File: src/rtl/pwm_pkg.sv
// ---------------------------------------------------------------------------
// pwm_pkg
// Shared constants for the PWM prescaler family.
//   DEFAULT_WIDTH : default divisor/counter width used by the prescalers
//   mode_e        : per-channel operating mode (free-run or one-shot)
// No ports; imported by pwm_prescaler_ch and pwm_prescaler_mc.
// ---------------------------------------------------------------------------
package pwm_pkg;

    localparam int DEFAULT_WIDTH = 16;

    // Encoding matches the raw oneshot input bit so it can be cast directly.
    typedef enum logic {
        MODE_FREE    = 1'b0,
        MODE_ONESHOT = 1'b1
    } mode_e;

endpackage

File: src/rtl/pwm_prescaler_ch.sv
// ---------------------------------------------------------------------------
// pwm_prescaler_ch
// One prescaler channel: produces a one-cycle tick every div_act+1 active
// cycles, with a shadowed divisor that applies at rollover and an optional
// one-shot mode.
// Ports:
//   i_clk     : system clock
//   i_rst_n   : asynchronous active-low reset
//   i_en      : count enable (level)
//   i_clr     : synchronous clear strobe
//   i_oneshot : mode select, 0 = free-run, 1 = one-shot
//   i_start   : one-shot start strobe (ignored in free-run)
//   i_div_wr  : divisor write strobe
//   i_div_in  : new divisor value
//   o_tick    : registered one-cycle tick
//   o_busy    : one-shot running flag
//   o_cnt     : current counter value
// ---------------------------------------------------------------------------
module pwm_prescaler_ch
    import pwm_pkg::*;
#(
    parameter int          WIDTH     = DEFAULT_WIDTH,
    parameter int unsigned DIV_RESET = 0
) (
    input  logic             i_clk,
    input  logic             i_rst_n,
    input  logic             i_en,
    input  logic             i_clr,
    input  logic             i_oneshot,
    input  logic             i_start,
    input  logic             i_div_wr,
    input  logic [WIDTH-1:0] i_div_in,
    output logic             o_tick,
    output logic             o_busy,
    output logic [WIDTH-1:0] o_cnt
);

    localparam logic [WIDTH-1:0] L_DIV_RESET = WIDTH'(DIV_RESET);

    logic [WIDTH-1:0] r_cnt;
    logic [WIDTH-1:0] r_divAct;
    logic [WIDTH-1:0] r_divShd;
    logic             r_pend;
    logic             r_busy;
    logic             r_tick;

    logic w_isOneshot;
    logic w_act;
    logic w_roll;

    // In one-shot mode the channel only counts while a run is in progress;
    // in free-run it counts whenever enabled.
    assign w_isOneshot = (mode_e'(i_oneshot) == MODE_ONESHOT);
    assign w_act       = i_en & (~w_isOneshot | r_busy);
    assign w_roll      = w_act & (r_cnt == r_divAct);

    // Counter, tick and busy flag. Clear beats start, start beats normal
    // counting. A start landing on the rollover edge still emits that tick
    // but keeps busy set because a fresh run begins from zero. Outside the
    // one-shot mode busy is forced low, which also covers the 1->0 mode
    // change. If the divisor was shrunk below the count while idle, the
    // counter simply runs on and wraps through zero before matching again.
    always_ff @(posedge i_clk or negedge i_rst_n) begin
        if (!i_rst_n) begin
            r_cnt  <= '0;
            r_tick <= 1'b0;
            r_busy <= 1'b0;
        end else if (i_clr) begin
            r_cnt  <= '0;
            r_tick <= 1'b0;
            r_busy <= 1'b0;
        end else if (w_isOneshot && i_start) begin
            r_cnt  <= '0;
            r_tick <= w_roll;
            r_busy <= 1'b1;
        end else if (w_roll) begin
            r_cnt  <= '0;
            r_tick <= 1'b1;
            r_busy <= 1'b0;
        end else begin
            r_tick <= 1'b0;
            if (w_act) begin
                r_cnt <= r_cnt + WIDTH'(1);
            end
            if (!w_isOneshot) begin
                r_busy <= 1'b0;
            end
        end
    end

    // Divisor shadowing. A write while counting only lands in the shadow and
    // is marked pending so the running period is never cut short; it is
    // promoted at the next rollover. A write that coincides with a rollover,
    // or arrives while the channel is idle, takes effect at once. Clear
    // promotes the shadow (or the simultaneous write) and drops the pending
    // flag.
    always_ff @(posedge i_clk or negedge i_rst_n) begin
        if (!i_rst_n) begin
            r_divAct <= L_DIV_RESET;
            r_divShd <= L_DIV_RESET;
            r_pend   <= 1'b0;
        end else if (i_clr) begin
            r_pend <= 1'b0;
            if (i_div_wr) begin
                r_divAct <= i_div_in;
                r_divShd <= i_div_in;
            end else begin
                r_divAct <= r_divShd;
            end
        end else if (i_div_wr) begin
            r_divShd <= i_div_in;
            if (w_roll || !w_act) begin
                r_divAct <= i_div_in;
                r_pend   <= 1'b0;
            end else begin
                r_pend <= 1'b1;
            end
        end else if (w_roll && r_pend) begin
            r_divAct <= r_divShd;
            r_pend   <= 1'b0;
        end
    end

    assign o_tick = r_tick;
    assign o_busy = r_busy;
    assign o_cnt  = r_cnt;

endmodule

File: src/rtl/pwm_prescaler_mc.sv
// ---------------------------------------------------------------------------
// pwm_prescaler_mc
// Multi-channel PWM prescaler: NCH fully independent prescaler channels,
// each with its own WIDTH-bit divisor, feeding tick enables to the PWM
// counter/compare channels.
// Ports:
//   i_clk     : system clock
//   i_rst_n   : asynchronous active-low reset
//   i_en      : per-channel count enable
//   i_clr     : per-channel synchronous clear strobe
//   i_oneshot : per-channel mode, 0 = free-run, 1 = one-shot
//   i_start   : per-channel one-shot start strobe
//   i_div_wr  : per-channel divisor write strobe
//   i_div_in  : packed divisors, channel i at [i*WIDTH +: WIDTH]
//   o_tick    : per-channel one-cycle tick
//   o_busy    : per-channel one-shot running flag
//   o_cnt     : packed counters, channel i at [i*WIDTH +: WIDTH]
// ---------------------------------------------------------------------------
module pwm_prescaler_mc
    import pwm_pkg::*;
#(
    parameter int          NCH       = 4,
    parameter int          WIDTH     = DEFAULT_WIDTH,
    parameter int unsigned DIV_RESET = 0
) (
    input  logic                 i_clk,
    input  logic                 i_rst_n,
    input  logic [NCH-1:0]       i_en,
    input  logic [NCH-1:0]       i_clr,
    input  logic [NCH-1:0]       i_oneshot,
    input  logic [NCH-1:0]       i_start,
    input  logic [NCH-1:0]       i_div_wr,
    input  logic [NCH*WIDTH-1:0] i_div_in,
    output logic [NCH-1:0]       o_tick,
    output logic [NCH-1:0]       o_busy,
    output logic [NCH*WIDTH-1:0] o_cnt
);

    // One channel instance per bit; the packed buses are sliced per channel
    // so there is no shared state between channels.
    for (genvar g = 0; g < NCH; g++) begin : g_ch
        pwm_prescaler_ch #(
            .WIDTH     (WIDTH),
            .DIV_RESET (DIV_RESET)
        ) u_ch (
            .i_clk     (i_clk),
            .i_rst_n   (i_rst_n),
            .i_en      (i_en[g]),
            .i_clr     (i_clr[g]),
            .i_oneshot (i_oneshot[g]),
            .i_start   (i_start[g]),
            .i_div_wr  (i_div_wr[g]),
            .i_div_in  (i_div_in[g*WIDTH +: WIDTH]),
            .o_tick    (o_tick[g]),
            .o_busy    (o_busy[g]),
            .o_cnt     (o_cnt[g*WIDTH +: WIDTH])
        );
    end

endmodule

File: config.mk
export PLATFORM = sky130hd
export DESIGN_NAME = pwm_prescaler_mc
export DESIGN_NICKNAME = d
export VERILOG_FILES = /design/src/rtl/pwm_pkg.sv /design/src/rtl/pwm_prescaler_ch.sv /design/src/rtl/pwm_prescaler_mc.sv
export SDC_FILE = /design/constraint.sdc
export NUM_CORES = 1
export LEC_CHECK = 0
export BUFFER_PORTS_ARGS = -buffer_cell sky130_fd_sc_hd__buf_2
export CAP_MARGIN = 25
export CORE_ASPECT_RATIO = 1.5
export CORE_MARGIN = 1
export CORE_UTILIZATION = 60
export DETAILED_ROUTE_END_ITERATION = 6
export GPL_ROUTABILITY_DRIVEN = 1
export PLACE_DENSITY = 0.93
export SYNTH_ARGS = -nofsm -noshare
export SYNTH_HDL_FRONTEND = slang
export SYNTH_SLANG_ARGS = --single-unit
export TNS_END_PERCENT = 5
File: constraint.sdc
create_clock -name i_clk -period 5 [get_ports i_clk]
set_input_delay 0.5 -clock i_clk [delete_from_list [all_inputs] [get_ports i_clk]]
set_output_delay 0.5 -clock i_clk [all_outputs]
set_load 0.01 [all_outputs]
Word-level counts from Yosys, hierarchy flattened
Index checks and enable logic that the tools add are counted.
{"block": "totals", "ram_bits": 0, "latch_bits": 0, "regBits": 204, "word_cells": 164, "rom_bits": 0, "in_bits": 86, "mem_count": 0, "out_inout_bits": 72}
{"block": "classes", "mul": 0, "shift": 0, "bitwise": 16, "eq_ne": 12, "mux": 80, "reduce_logical": 28, "add_sub_neg": 4, "n_lt_le_gt_ge": 0, "div_mod_pow": 0}
{"cell": "$mux W16", "count": 36}
{"cell": "$add A16 B1 Y16 const B", "count": 4}
{"cell": "$eq A16 B16 Y1", "count": 4}
{"cell": "$mux W1", "count": 44}
{"cell": "$ne A4 B2 Y1 const B", "count": 4}
{"cell": "$reduce_bool A4 Y1", "count": 4}
{"cell": "$ne A3 B2 Y1 const B", "count": 4}
{"cell": "$reduce_bool A3 Y1", "count": 4}
{"cell": "$and A1 B1 Y1", "count": 8}
{"cell": "$logic_and A1 B1 Y1", "count": 8}
{"cell": "$reduce_and A2 Y1", "count": 4}
{"cell": "$logic_not A1 Y1", "count": 4}
{"cell": "$logic_or A1 B1 Y1", "count": 4}
{"cell": "$not A1 Y1", "count": 4}
{"cell": "$or A1 B1 Y1", "count": 4}

Depth between registers and ports, before layout
Gate-level depths: netlist of the first run.
{"block": "logic_depth", "word_depth": 8, "ltp_mapped": 7, "depth_no_buf": 6}

By module
From an unflattened synthesis of the first run, not the netlist that was laid out.
{"block": "hier_totals", "hier_cells": 808, "hier_area_um2": 9546.7}
{"mod": "pwm_prescaler_ch at g_ch[0].u_ch ...", "cells_per_inst": 204, "n_inst": 3, "seq_area_each_um2": 1276.2, "area_per_inst_um2": 2371.0}
{"mod": "pwm_prescaler_ch at g_ch[3].u_ch", "cells_per_inst": 196, "n_inst": 1, "seq_area_each_um2": 1276.2, "area_per_inst_um2": 2433.6}

Least setup slack after synthesis of the first run
Ideal clock, no wire load.
{"block": "synth_timing", "path_kind": "register to register", "startpoint": "reg g_ch[3].u_ch.r_cnt[2]", "endpoint": "reg g_ch[3].u_ch.r_divAct[10]", "t_arrival_ns": 2.033, "setup_ns": 0.127, "path_slack_ns": 2.840, "n_path_buf": 2, "required_ns": 4.873, "period_less_slack_ns": 2.160, "stages_incl_launch_ff": 8, "cell_sequence": "dfrtp_1 buf_2 xor2_1 nor4_2 nand4_2 o21ai_4 buf_6 mux2_1"}
{"block": "synth_via", "elab_chain_len": 5, "elab_cells_between_ends": 7, "cone_classes": "eq/ne: 2; bitwise: 1; reduce/logical: 4"}
{"item": "start, declared", "line_no": "pwm_prescaler_ch.sv:40", "text": "logic [WIDTH-1:0] r_cnt;"}
{"item": "start signal, assigned", "line_no": "pwm_prescaler_ch.sv:83", "text": "r_cnt <= r_cnt + WIDTH'(1);"}
{"item": "$eq A16 B16 Y1 (*)", "line_no": "pwm_prescaler_ch.sv:55", "text": "assign w_roll = w_act & (r_cnt == r_divAct);"}
{"item": "$and A1 B1 Y1 (*)", "line_no": "pwm_prescaler_ch.sv:55"}
{"item": "$logic_or A1 B1 Y1 / $logic_and A1 B1 Y1 (equally long branches)", "line_no": "pwm_prescaler_ch.sv:112, pwm_prescaler_ch.sv:118"}
{"item": "$ne A3 B2 Y1 (no source line) / $reduce_bool A3 Y1 (equally long branches)"}
{"item": "$reduce_and A2 Y1 (no source line) (*)"}
{"item": "end signal, assigned", "line_no": "pwm_prescaler_ch.sv:108", "text": "r_divAct <= r_divShd;"}
{"item": "end signal, assigned", "line_no": "pwm_prescaler_ch.sv:113", "text": "r_divAct <= i_div_in;"}
{"item": "end signal, assigned", "line_no": "pwm_prescaler_ch.sv:119", "text": "r_divAct <= r_divShd;"}
{"item": "end, declared", "line_no": "pwm_prescaler_ch.sv:41", "text": "logic [WIDTH-1:0] r_divAct;"}
Every way passes the cells marked *; elsewhere a longest branch is shown, timed or not.
A chain may end at the register's enable or synchronous reset.

Worst setup path in the final report of the first run
{"block": "layout_timing", "startpoint": "reg g_ch[2].u_ch.r_cnt[11]", "endpoint": "reg g_ch[2].u_ch.r_divAct[2]"}
{"block": "layout_via", "elab_chain_len": 5, "elab_cells_between_ends": 7, "cone_classes": "eq/ne: 2; bitwise: 1; reduce/logical: 4"}
{"item": "start, declared", "line_no": "pwm_prescaler_ch.sv:40"}
{"item": "start signal, assigned", "line_no": "pwm_prescaler_ch.sv:83"}
{"item": "$eq A16 B16 Y1 (*)", "line_no": "pwm_prescaler_ch.sv:55"}
{"item": "$and A1 B1 Y1 (*)", "line_no": "pwm_prescaler_ch.sv:55"}
{"item": "$logic_or A1 B1 Y1 / $logic_and A1 B1 Y1 (equally long branches)", "line_no": "pwm_prescaler_ch.sv:112, pwm_prescaler_ch.sv:118"}
{"item": "$ne A3 B2 Y1 (no source line) / $reduce_bool A3 Y1 (equally long branches)"}
{"item": "$reduce_and A2 Y1 (no source line) (*)"}
{"item": "end signal, assigned", "line_no": "pwm_prescaler_ch.sv:108"}
{"item": "end signal, assigned", "line_no": "pwm_prescaler_ch.sv:113"}
{"item": "end signal, assigned", "line_no": "pwm_prescaler_ch.sv:119"}
{"item": "end, declared", "line_no": "pwm_prescaler_ch.sv:41"}
Marks and branches as above.

==> impl_metrics.json, run 1 <==
{
  "outcome": "finished, final reports clean",
  "cp-startpoint": "g_ch[2].u_ch.o_cnt[11]",
  "ys_async_sr_fraction_pct": 100,
  "synth_top_area_share_pct": 53.8,
  "syn2layout_area_growth_pct": 15.8,
  "drive_gt1_share_pct": 29.9,
  "slew_headroom_pct": 35.0,
  "core_area_um2": 15600,
  "synth.distinct_cells": 48,
  "path_max_fanout": 16,
  "finalHoldViolCount": 0,
  "peakVddDrop_uv": 263,
  "yosysTopAreaCell": "dfrtp_1",
  "io_pins": 158,
  "drc": 0,
  "ys_seq_elements": 204,
  "yosys_warnings": 0,
  "grt_remaining_overflow": 0,
  "setup_ws_ps": 2250,
  "post-route-util_pct": 70.7,
  "drt_iter0_drc": 343,
  "clock_skew_ps": 8.30,
  "clock.fmax_mhz": 364,
  "final_nets": 1023,
  "ys.flop_type": "dfrtp_1",
  "row_count": 56,
  "path_class": "flop to flop",
  "vias": 6757,
  "drtAntennaViolNets": 0,
  "cts_root_buf": "clkbuf_16",
  "die_area_um2": 16300,
  "power.total_uw": 3700,
  "crit_end": "g_ch[2].u_ch.r_divAct[2]",
  "clkSinkCount": 204,
  "portBuffers": 157,
  "layout_common_cells": "dfrtp_1 (204), buf_2 (156), xor2_1 (86)",
  "synth_nets": 877,
  "dieHeight_um": 156,
  "leakagePower_uw": 0.00510,
  "gp_congestion": 0.875,
  "r2r_start": "g_ch[2].u_ch.o_cnt[11]",
  "power.density_nw_per_um2": 336,
  "synth_edf_count": 0,
  "cts_buffer_depth": 3,
  "track_usage_pct": 25.3,
  "cts_buffers": 20,
  "period_share_pct": 54.9,
  "maxSlewViolCount": 0,
  "dieWidth_um": 105,
  "arrival_ps": 3120,
  "totalNegativeSetupSlack_ps": 0,
  "synthCells": 787,
  "postSynthAreaPerCell_um2": 12.1,
  "cp.required_ps": 5370,
  "nFillCells": 1085,
  "ctsResizeCount": 0,
  "viasPerCell": 5.88,
  "hold_buffers": 0,
  "path_clk_slew_ps": 60,
  "start_util_pct": 61.0,
  "routedWlPerCell_um": 17.7,
  "final_common_cell": "dfrtp_1",
  "slowest_delay_ps": 630,
  "antenna_found_initial": 0,
  "ys_seq_area_share_pct": 53.8,
  "r2r_slack_ps": 2250,
  "cp_slowest_cell": "o21ai_4",
  "end_kind": "flop",
  "clkLatencyLatePin_ps": 490,
  "grt_pass1_vias": 6866,
  "grt_first_pass_wirelength_mm": 33.3,
  "start_kind": "flop",
  "finalSetupViolations": 0,
  "worst-slew-pin-transition_ps": 968,
  "syn_area_um2": 9490,
  "cts_tree": "built",
  "post-place-ws_ps": 2300,
  "grt_max_degree": 113,
  "synth_area_leaders": "dfrtp_1 (54%), mux2_2 (8.8%), xor2_1 (7.9%), mux2_1 (6.4%), nor2_1 (2.0%)",
  "h-tree-depth": 1,
  "period_needed_ps": 2750,
  "hold_class": "input port to asynchronous set/reset pin",
  "firstDrtPassIters": 5,
  "wirelength_mm": 20.3,
  "critical_path.cell_chain": "xor2_1, nor4_1, nand4_2, o21ai_4, mux2_2",
  "hpwl_mm": 14.0,
  "rsz0062_at_grt": "false",
  "rr_endpoint": "g_ch[2].u_ch.r_divAct[2]",
  "r2r_cells": 5,
  "placed_cell_area_um2": 10300,
  "final_area_um2": 11000,
  "post_cts_buffers": 0,
  "drv_cap": 0
}
[cells by family (layout without fill, tap and decap cells)]
family                   after synthesis  count (layout)  synth area share (%)
multiplexers                         128             128                  15.2
XOR/XNOR                             106             106                  9.78
buffers and inverters                 49             207                  2.86
AND/OR/NAND/NOR                      219             219                  12.4
other                                  0               1                     0
adder cells (fa/ha/maj)                4               4                 0.527
AO/OA/AOI/OAI                         77              77                  5.46
flip-flops                           204             204                  53.8
[cells in the mapped netlist (2+ instances only)]
cell type,number
a211oi_1,7
a21o_1,4
a21oi_1,27
a31oi_1,2
and2_1,2
and3_1,7
and4_1,2
buf_2,7
buf_4,9
buf_6,6
clkbuf_1,12
dfrtp_1,204
ha_1,4
inv_1,15
mux2_1,54
mux2_2,74
nand2_1,39
nand3_1,23
nand4_1,20
nand4_2,3
nand4b_1,2
nor2_1,51
nor2b_1,3
nor3_1,16
nor3b_1,2
nor4_1,25
nor4_2,3
nor4b_1,5
o21a_1,2
o21ai_0,10
o21ai_1,8
o21ai_4,4
o221a_2,4
o31ai_1,5
or3_1,5
or4_1,5
xnor2_1,20
xor2_1,86
[metal layers]
metal / vias up / part of all wire [%] / global-route usage (%)
li1: 3072 / - / -
met1: 3348 / 38 / 30.0
met2: 278 / 53 / 45.8
met5: - / 0 / 0
met3: 59 / 5.5 / 3.43
met4: 0 / 3.4 / 10.7
[registers in the layout (all words and copies together), names as in the netlist]
register / count
g_ch.u_ch.r_divAct: 64
g_ch.u_ch.o_tick: 4
g_ch.u_ch.o_cnt: 64
g_ch.u_ch.r_divShd: 64
g_ch.u_ch.o_busy: 4
g_ch.u_ch.r_pend: 4
[layout make-up]
cell class,count,area (um^2),area share [%]
clock buffers,31,633,5.76
clock inverters,3,15.0,0.137
diodes,1,2.50,0.0228
well taps,203,254,2.31
flip-flops and latches,204,5100,46.4
inverters,15,56.3,0.512
repair buffers,158,815,7.41
multi-input cells,534,4120,37.4
[stage by stage]
step / cells / hold slack (ps)
after floorplan: 787 / 204
after global placement: 1114 / 477
after detailed placement: 1114 / 484
after CTS: 1148 / 96.5
after global routing: 1148 / 117
final: 1149 / 62.1
[critical path: cells and delay by family, from the launching register on]
family                    cells  cell delay [ps]
and+or+nand+nor               2              900
AOI/OAI and AO/OA             1              630
DFF                           1              470
muxes                         1              410
xor gates and xnor gates      1              220
[report_power, final]
part / total (uW) / internal [uW] / switching (uW)
sequential: 1860 / 1780 / 72.8
clock: 1470 / 867 / 600
combinational: 371 / 177 / 195
[worst min-delay path by stage]
stage	from	end	slack [ps]	depth (start not counted)
finish	i_rst_n	g_ch[3].u_ch.r_divAct[11]	60	1
global route	i_rst_n	g_ch[3].u_ch.r_divShd[8]	120	1
CTS	i_rst_n	g_ch[3].u_ch.r_divShd[8]	100	1
detailed placement	g_ch[1].u_ch.r_divShd[14]	g_ch[1].u_ch.r_divShd[14]	480	1
global placement	g_ch[0].u_ch.r_divShd[14]	g_ch[0].u_ch.r_divShd[14]	480	1
floorplan	i_rst_n	g_ch[0].u_ch.o_busy	200	0
No activity file was read; power rests on OpenSTA's default activity.
==> run 2: changes to the inputs <==
--- a/config.mk
+++ b/config.mk
@@ -9,10 +9,10 @@
 export CAP_MARGIN = 25
 export CORE_ASPECT_RATIO = 1.5
 export CORE_MARGIN = 1
-export CORE_UTILIZATION = 60
+export CORE_UTILIZATION = 57
 export DETAILED_ROUTE_END_ITERATION = 6
 export GPL_ROUTABILITY_DRIVEN = 1
-export PLACE_DENSITY = 0.93
+export PLACE_DENSITY = 0.9
 export SYNTH_ARGS = -nofsm -noshare
 export SYNTH_HDL_FRONTEND = slang
 export SYNTH_SLANG_ARGS = --single-unit
==> constraint.sdc (replaced) <==
create_clock -name i_clk -period 2.54 [get_ports i_clk]
set_input_delay 0.254 -clock i_clk [delete_from_list [all_inputs] [get_ports i_clk]]
set_output_delay 0.254 -clock i_clk [all_outputs]
set_load 0.01 [all_outputs]
==> run 2 against run 1 <==
  * Core utilization down 0.51 points
  * First-iteration DRC count up 27%
  * Critical path type unchanged
  * Via count increased by 3.1%
  * Final area grew 3.8%
==> impl_metrics.json, run 2 (synthesized netlist as in run 1, its figures left out) <==
{
  "finalSetupViolations": 0,
  "grt_pass1_vias": 7292,
  "syn2layout_area_growth_pct": 20.2,
  "drtAntennaViolNets": 0,
  "final_common_cell": "dfrtp_1",
  "cp.required_ps": 2920,
  "path_depth": 7,
  "min-delay-start": "i_div_in[30]",
  "grtUsageMet2_pct": 47.4,
  "dieHeight_um": 160,
  "slowest_delay_ps": 510,
  "power.total_uw": 7520,
  "cp-startpoint": "g_ch[3].u_ch.o_cnt[11]",
  "totalNegativeSetupSlack_ps": 0,
  "io_pins": 158,
  "regArea_um2": 5100,
  "path_clk_slew_ps": 70,
  "outcome": "finished, final reports clean",
  "track_usage_pct": 26.6,
  "ctsResizeCount": 0,
  "r2r_start": "g_ch[3].u_ch.o_cnt[11]",
  "cts_tree": "built",
  "leakagePower_uw": 0.00533,
  "r2r_slack_ps": 310,
  "use_met3_pct": 3.63,
  "cts_buffers": 20,
  "gp_congestion": 0.924,
  "worst-slew-pin-transition_ps": 748,
  "portBuffers": 157,
  "grt_remaining_overflow": 0,
  "clkLatencyLatePin_ps": 490,
  "core_area_um2": 16300,
  "clkSinkCount": 204,
  "crit_top_cell": "buf_4",
  "arrival_ps": 2610,
  "drc": 0,
  "viasPerCell": 5.83,
  "vias": 6968,
  "end_kind": "flop",
  "crit_family": "simple AND/OR/NAND/NOR gates",
  "wirelength_mm": 22.0,
  "peakVddDrop_uv": 572,
  "dieWidth_um": 107,
  "post-route-util_pct": 70.2,
  "routedWlPerCell_um": 18.4,
  "finalHoldViolCount": 0,
  "clock.fmax_mhz": 448,
  "h-tree-depth": 1,
  "hpwl_mm": 15.4,
  "path_max_fanout": 9,
  "antenna_found_initial": 1,
  "cts_root_buf": "clkbuf_16",
  "cts_buffer_depth": 3,
  "firstDrtPassIters": 5,
  "hold_class": "input port to flop",
  "drive_gt1_share_pct": 32.5,
  "period_needed_ps": 2230,
  "layout_common_cells": "dfrtp_1 (204), buf_2 (156), xor2_1 (86)",
  "multiInputGateArea_um2": 4120,
  "worst_hold_slack_ps": 18.3,
  "final_nets": 1064,
  "row_count": 57,
  "path_class": "flop to flop",
  "cp.buffers_inverters": 2,
  "nFillCells": 1095,
  "drt_iter0_drc": 436,
  "power.density_nw_per_um2": 659,
  "hold_buffers": 5,
  "drv_cap": 0,
  "start_kind": "flop",
  "die_area_um2": 17200,
  "start_util_pct": 58.4,
  "grt_first_pass_wirelength_mm": 36.3,
  "grt_max_degree": 70,
  "critical_path.cell_chain": "xor2_1, nor4_1, nand4_2, buf_4, o21ai_1, buf_4, o21ba_2",
  "maxSlewViolCount": 0,
  "r2r_cells": 7,
  "slew_headroom_pct": 50.2,
  "hold_depth": 2,
  "clock_skew_ps": 12.4,
  "post_cts_buffers": 0,
  "rsz0062_at_grt": "false",
  "busiest_layer": "met2",
  "period_share_pct": 87.8,
  "met1_usage_pct": 32.0,
  "cp_slowest_cell": "nor4_1"
}
run 2: cell count changes in the layout (fill, tap and decap cells not counted):
cell,before,now
bufinv_16,0,2
buf_4,0,32
clkbuf_8,8,5
dlygate4sd3_1,0,5
clkinvlp_4,0,3
buf_12,1,5
run 2: area by class of cell:
| class | instances | area share (%) |
|---|---|---|
| diodes | 1 | 0.0219 |
| clock buffers | 28 | 5.19 |
| clock inverters | 8 | 0.855 |
| inverters | 15 | 0.493 |
| multi-input cells | 534 | 36.1 |
| flip-flops and latches | 204 | 44.7 |
| well taps | 206 | 2.26 |
| repair buffers | 199 | 10.4 |
run 2: worst paths after layout:
path                                                  end
worst max-delay path               g_ch[3].u_ch.o_cnt[14]
max in group asynchronous       g_ch[2].u_ch.r_divAct[10]
worst min register to register  g_ch[2].u_ch.r_divShd[13]
worst max register to register     g_ch[3].u_ch.o_cnt[14]
worst min-delay path            g_ch[1].u_ch.r_divShd[14]
min in group asynchronous        g_ch[3].u_ch.r_divShd[8]
run 2: routing by layer:
layer  vias to the layer above  routed length, um
met5                         -                  0
met4                         0                792
met3                        65               1110
met2                       268              11600
met1                      3480               8440
li1                       3155                  -
run 2: power by group:
| part | switching, uW | internal [uW] |
|---|---|---|
| Sequential | 149 | 3510 |
| Combinational | 401 | 388 |
| Clock | 1230 | 1830 |
| Total | 1780 | 5740 |
run 2: stage by stage:
step | setup slack (ps) | cell area, um^2 | cells
after floorplan | 380 | 9490 | 787
final | 310 | 11400 | 1195
after global placement | 361 | 10700 | 1153
after detailed placement | 304 | 10700 | 1153
after global routing | 170 | 11400 | 1195
after CTS | 298 | 11400 | 1194
==> run 3: changes to the inputs <==
--- a/config.mk
+++ b/config.mk
@@ -5,6 +5,7 @@
 export SDC_FILE = /design/constraint.sdc
 export NUM_CORES = 1
 export LEC_CHECK = 0
+export ABC_AREA = 1
 export BUFFER_PORTS_ARGS = -buffer_cell sky130_fd_sc_hd__buf_2
 export CAP_MARGIN = 25
 export CORE_ASPECT_RATIO = 1.5
@@ -12,7 +13,7 @@
 export CORE_UTILIZATION = 57
 export DETAILED_ROUTE_END_ITERATION = 6
 export GPL_ROUTABILITY_DRIVEN = 1
-export PLACE_DENSITY = 0.9
+export PLACE_DENSITY = 0.89
 export SYNTH_ARGS = -nofsm -noshare
 export SYNTH_HDL_FRONTEND = slang
 export SYNTH_SLANG_ARGS = --single-unit
==> run 3 against run 2 <==
  * Setup slack gained 260 ps
  * Combinational power increased by 24%
  * Cell count is 45% higher
  * Synthesized cell count increased by 67%
  * Die area increased by 5.9%
  * First-iteration DRC count grew 18%
  * Critical path depth up 3
  * Clock power is 6.8% lower
==> impl_metrics.json, run 3 <==
{
  "final_area_um2": 12100,
  "cellInternalPower_uw": 5480,
  "power.density_nw_per_um2": 623,
  "clkSinkCount": 204,
  "crit_family": "simple AND/OR/NAND/NOR gates",
  "layout_common_cells": "nand2_1 (538), dfrtp_1 (204), buf_2 (156)",
  "cp.required_ps": 2920,
  "final_nets": 1598,
  "final_common_cell": "nand2_1",
  "synthCells": 1314,
  "post_cts_buffers": 0,
  "finalHoldViolCount": 0,
  "cts_buffers": 20,
  "clock_skew_ps": 12.0,
  "synth_area_leaders": "dfrtp_1 (51%), nand2_1 (20%), nor2_1 (5.0%), nand3_1 (4.8%), xor2_1 (3.5%)",
  "netlist_top_cells_count": "nand2_1 (538), dfrtp_1 (204), nor2_1 (133)",
  "row_count": 59,
  "cp_slowest_cell": "dlygate4sd3_1",
  "ctsResizeCount": 0,
  "outcome": "finished, final reports clean",
  "syn2layout_area_growth_pct": 19.8,
  "io_pins": 158,
  "end_kind": "flop",
  "vias": 8974,
  "portBuffers": 157,
  "start_kind": "flop",
  "ys.flop_type": "dfrtp_1",
  "grt_pass1_vias": 8752,
  "ys_seq_area_share_pct": 50.7,
  "viasPerCell": 5.18,
  "synth_top_area_share_pct": 50.7,
  "core_area_um2": 17300,
  "yosysMostFrequentCell": "nand2_1",
  "placed_cell_area_um2": 10900,
  "leakagePower_uw": 0.00646,
  "rr_endpoint": "g_ch[0].u_ch.o_busy",
  "p_switching_uw": 2020,
  "postSynthAreaPerCell_um2": 7.66,
  "ys_async_sr_fraction_pct": 100,
  "ys_seq_elements": 204,
  "yosysTopAreaCell": "dfrtp_1",
  "arrival_ps": 2360,
  "path_depth": 10,
  "power_frac_comb_pct": 13.1,
  "hold_class": "input port to flop",
  "p_sw_share_pct": 27.0,
  "clkLatencyLatePin_ps": 500,
  "cts_tree": "built",
  "pwr-share-seq_pct": 48.8,
  "worst-slew-pin-transition_ps": 657,
  "period_needed_ps": 1970,
  "hold_path_end": "g_ch[1].u_ch.r_divShd[1]",
  "min-delay-start": "i_div_in[17]",
  "crit_top_cell": "nand2_1",
  "wirelength_mm": 23.7,
  "synth.distinct_cells": 34,
  "critical_path.cell_chain": "inv_2, nand2_1, nand2_1, nor2_1, nand2_1, nor2_1, nand3_1, nand3_1, a21oi_1, dlygate4sd3_1",
  "r2r_slack_ps": 570,
  "dieWidth_um": 110,
  "die_area_um2": 18200,
  "drive_gt1_share_pct": 17.0,
  "slowest_delay_ps": 550,
  "syn_area_um2": 10100,
  "grt_first_pass_wirelength_mm": 40.2,
  "totalNegativeSetupSlack_ps": 0,
  "diodes": 0,
  "power_frac_clock_pct": 38.1,
  "clock.fmax_mhz": 506,
  "cts_root_buf": "clkbuf_16",
  "maxSlewViolCount": 0,
  "peakVddDrop_uv": 632,
  "period_share_pct": 77.7,
  "cts_buffer_depth": 3,
  "drc": 0,
  "drt_iter0_drc": 513,
  "grt_max_degree": 80,
  "gp_congestion": 0.926,
  "yosys_warnings": 0,
  "finalSetupViolations": 0,
  "grt_remaining_overflow": 0,
  "h-tree-depth": 1,
  "hold_depth": 3,
  "path_clk_slew_ps": 60,
  "dieHeight_um": 165,
  "cp.buffers_inverters": 2,
  "routedWlPerCell_um": 13.7,
  "hpwl_mm": 16.4,
  "antenna_found_initial": 0,
  "synth_edf_count": 0,
  "path_max_fanout": 7,
  "drv_cap": 0,
  "path_class": "flop to flop",
  "r2r_cells": 10,
  "hold_buffers": 50,
  "start_util_pct": 58.2,
  "track_usage_pct": 26.7,
  "r2r_start": "g_ch[0].u_ch.o_cnt[11]",
  "firstDrtPassIters": 5,
  "synth_nets": 1404,
  "slew_headroom_pct": 56.2,
  "drtAntennaViolNets": 0,
  "rsz0062_at_grt": "false"
}
## run 3: per-layer routing
layer | wire length [um] | vias to the layer above | global-route usage, % | share of wire, %
met5 | 0 | - | 0 | 0
met4 | 746 | 0 | 9.82 | 3.2
met3 | 1010 | 55 | 3.08 | 4.3
met2 | 12700 | 256 | 50.3 | 54
met1 | 9230 | 4209 | 31.3 | 39
li1 | - | 4454 | - | -
## run 3: cell families (layout without fill, tap and decap cells)
group                    count (synthesis)  in the layout  synth area share (%)
AO/OA/AOI/OAI                           38             38                  2.16
XOR/XNOR                                44             44                  3.83
adder cells (fa/ha/maj)                  4              4                 0.498
buffers and inverters                  168            373                  7.35
flip-flops                             204            204                  50.7
AND/OR/NAND/NOR                        856            856                  35.4
## run 3: layout make-up
class | count | area (um^2)
repair buffers | 213 | 1370
multi-input cells | 942 | 4220
well taps | 213 | 267
clock buffers | 23 | 532
inverters | 127 | 477
flip-flops and latches | 204 | 5100
clock inverters | 10 | 92.6
fillers | 1342 | 5220
## run 3: how the worst max path moves through the flow
stage                                      start                       end  slack [ps]
after floorplan            g_ch[3].u_ch.o_cnt[3]  g_ch[3].u_ch.r_divAct[6]         940
after global placement       g_ch[1].u_ch.o_busy    g_ch[1].u_ch.o_cnt[12]         640
after detailed placement     g_ch[1].u_ch.o_busy    g_ch[1].u_ch.o_cnt[12]         610
after CTS                 g_ch[0].u_ch.o_cnt[11]       g_ch[0].u_ch.o_busy         550
after global routing         g_ch[1].u_ch.o_busy    g_ch[1].u_ch.o_cnt[12]         410
final                     g_ch[0].u_ch.o_cnt[11]       g_ch[0].u_ch.o_busy         570
## run 3: per-stage QoR
| stage | cells | hold slack [ps] | worst slack, ps | util (%) | total power [uW] |
|---|---|---|---|---|---|
| 4_1_cts | 1732 | 0.452 | 552 | 69.8 | 7540 |
| 6_report | 1732 | 6.95 | 565 | 69.8 | 7500 |
| 3_3_place_gp | 1649 | 326 | 638 | 63.3 | 4590 |
| 5_1_grt | 1732 | 17.1 | 410 | 69.8 | 7840 |
| 3_5_place_dp | 1649 | 323 | 610 | 63.3 | 4630 |
| 2_1_floorplan | 1314 | -41.6 | 936 | - | 4300 |
## run 3: power groups by stage
stage	registers [uW]	clock network, uW	logic (uW)
2_1_floorplan	3680	0	622
3_3_place_gp	3700	0	882
3_5_place_dp	3720	0	914
4_1_cts	3660	2900	984
5_1_grt	3690	3010	1140
6_report	3660	2860	982
## run 3: worst register-to-register path, stage by stage, from the launching register on
cell and delay, ps:
dfrtp_1 490, inv_2 50, nand2_1 50, nand2_1 50
nor2_1 110, nand2_1 80, nor2_1 180, nand3_1 150
nand3_1 100, a21oi_1 50, dlygate4sd3_1 550
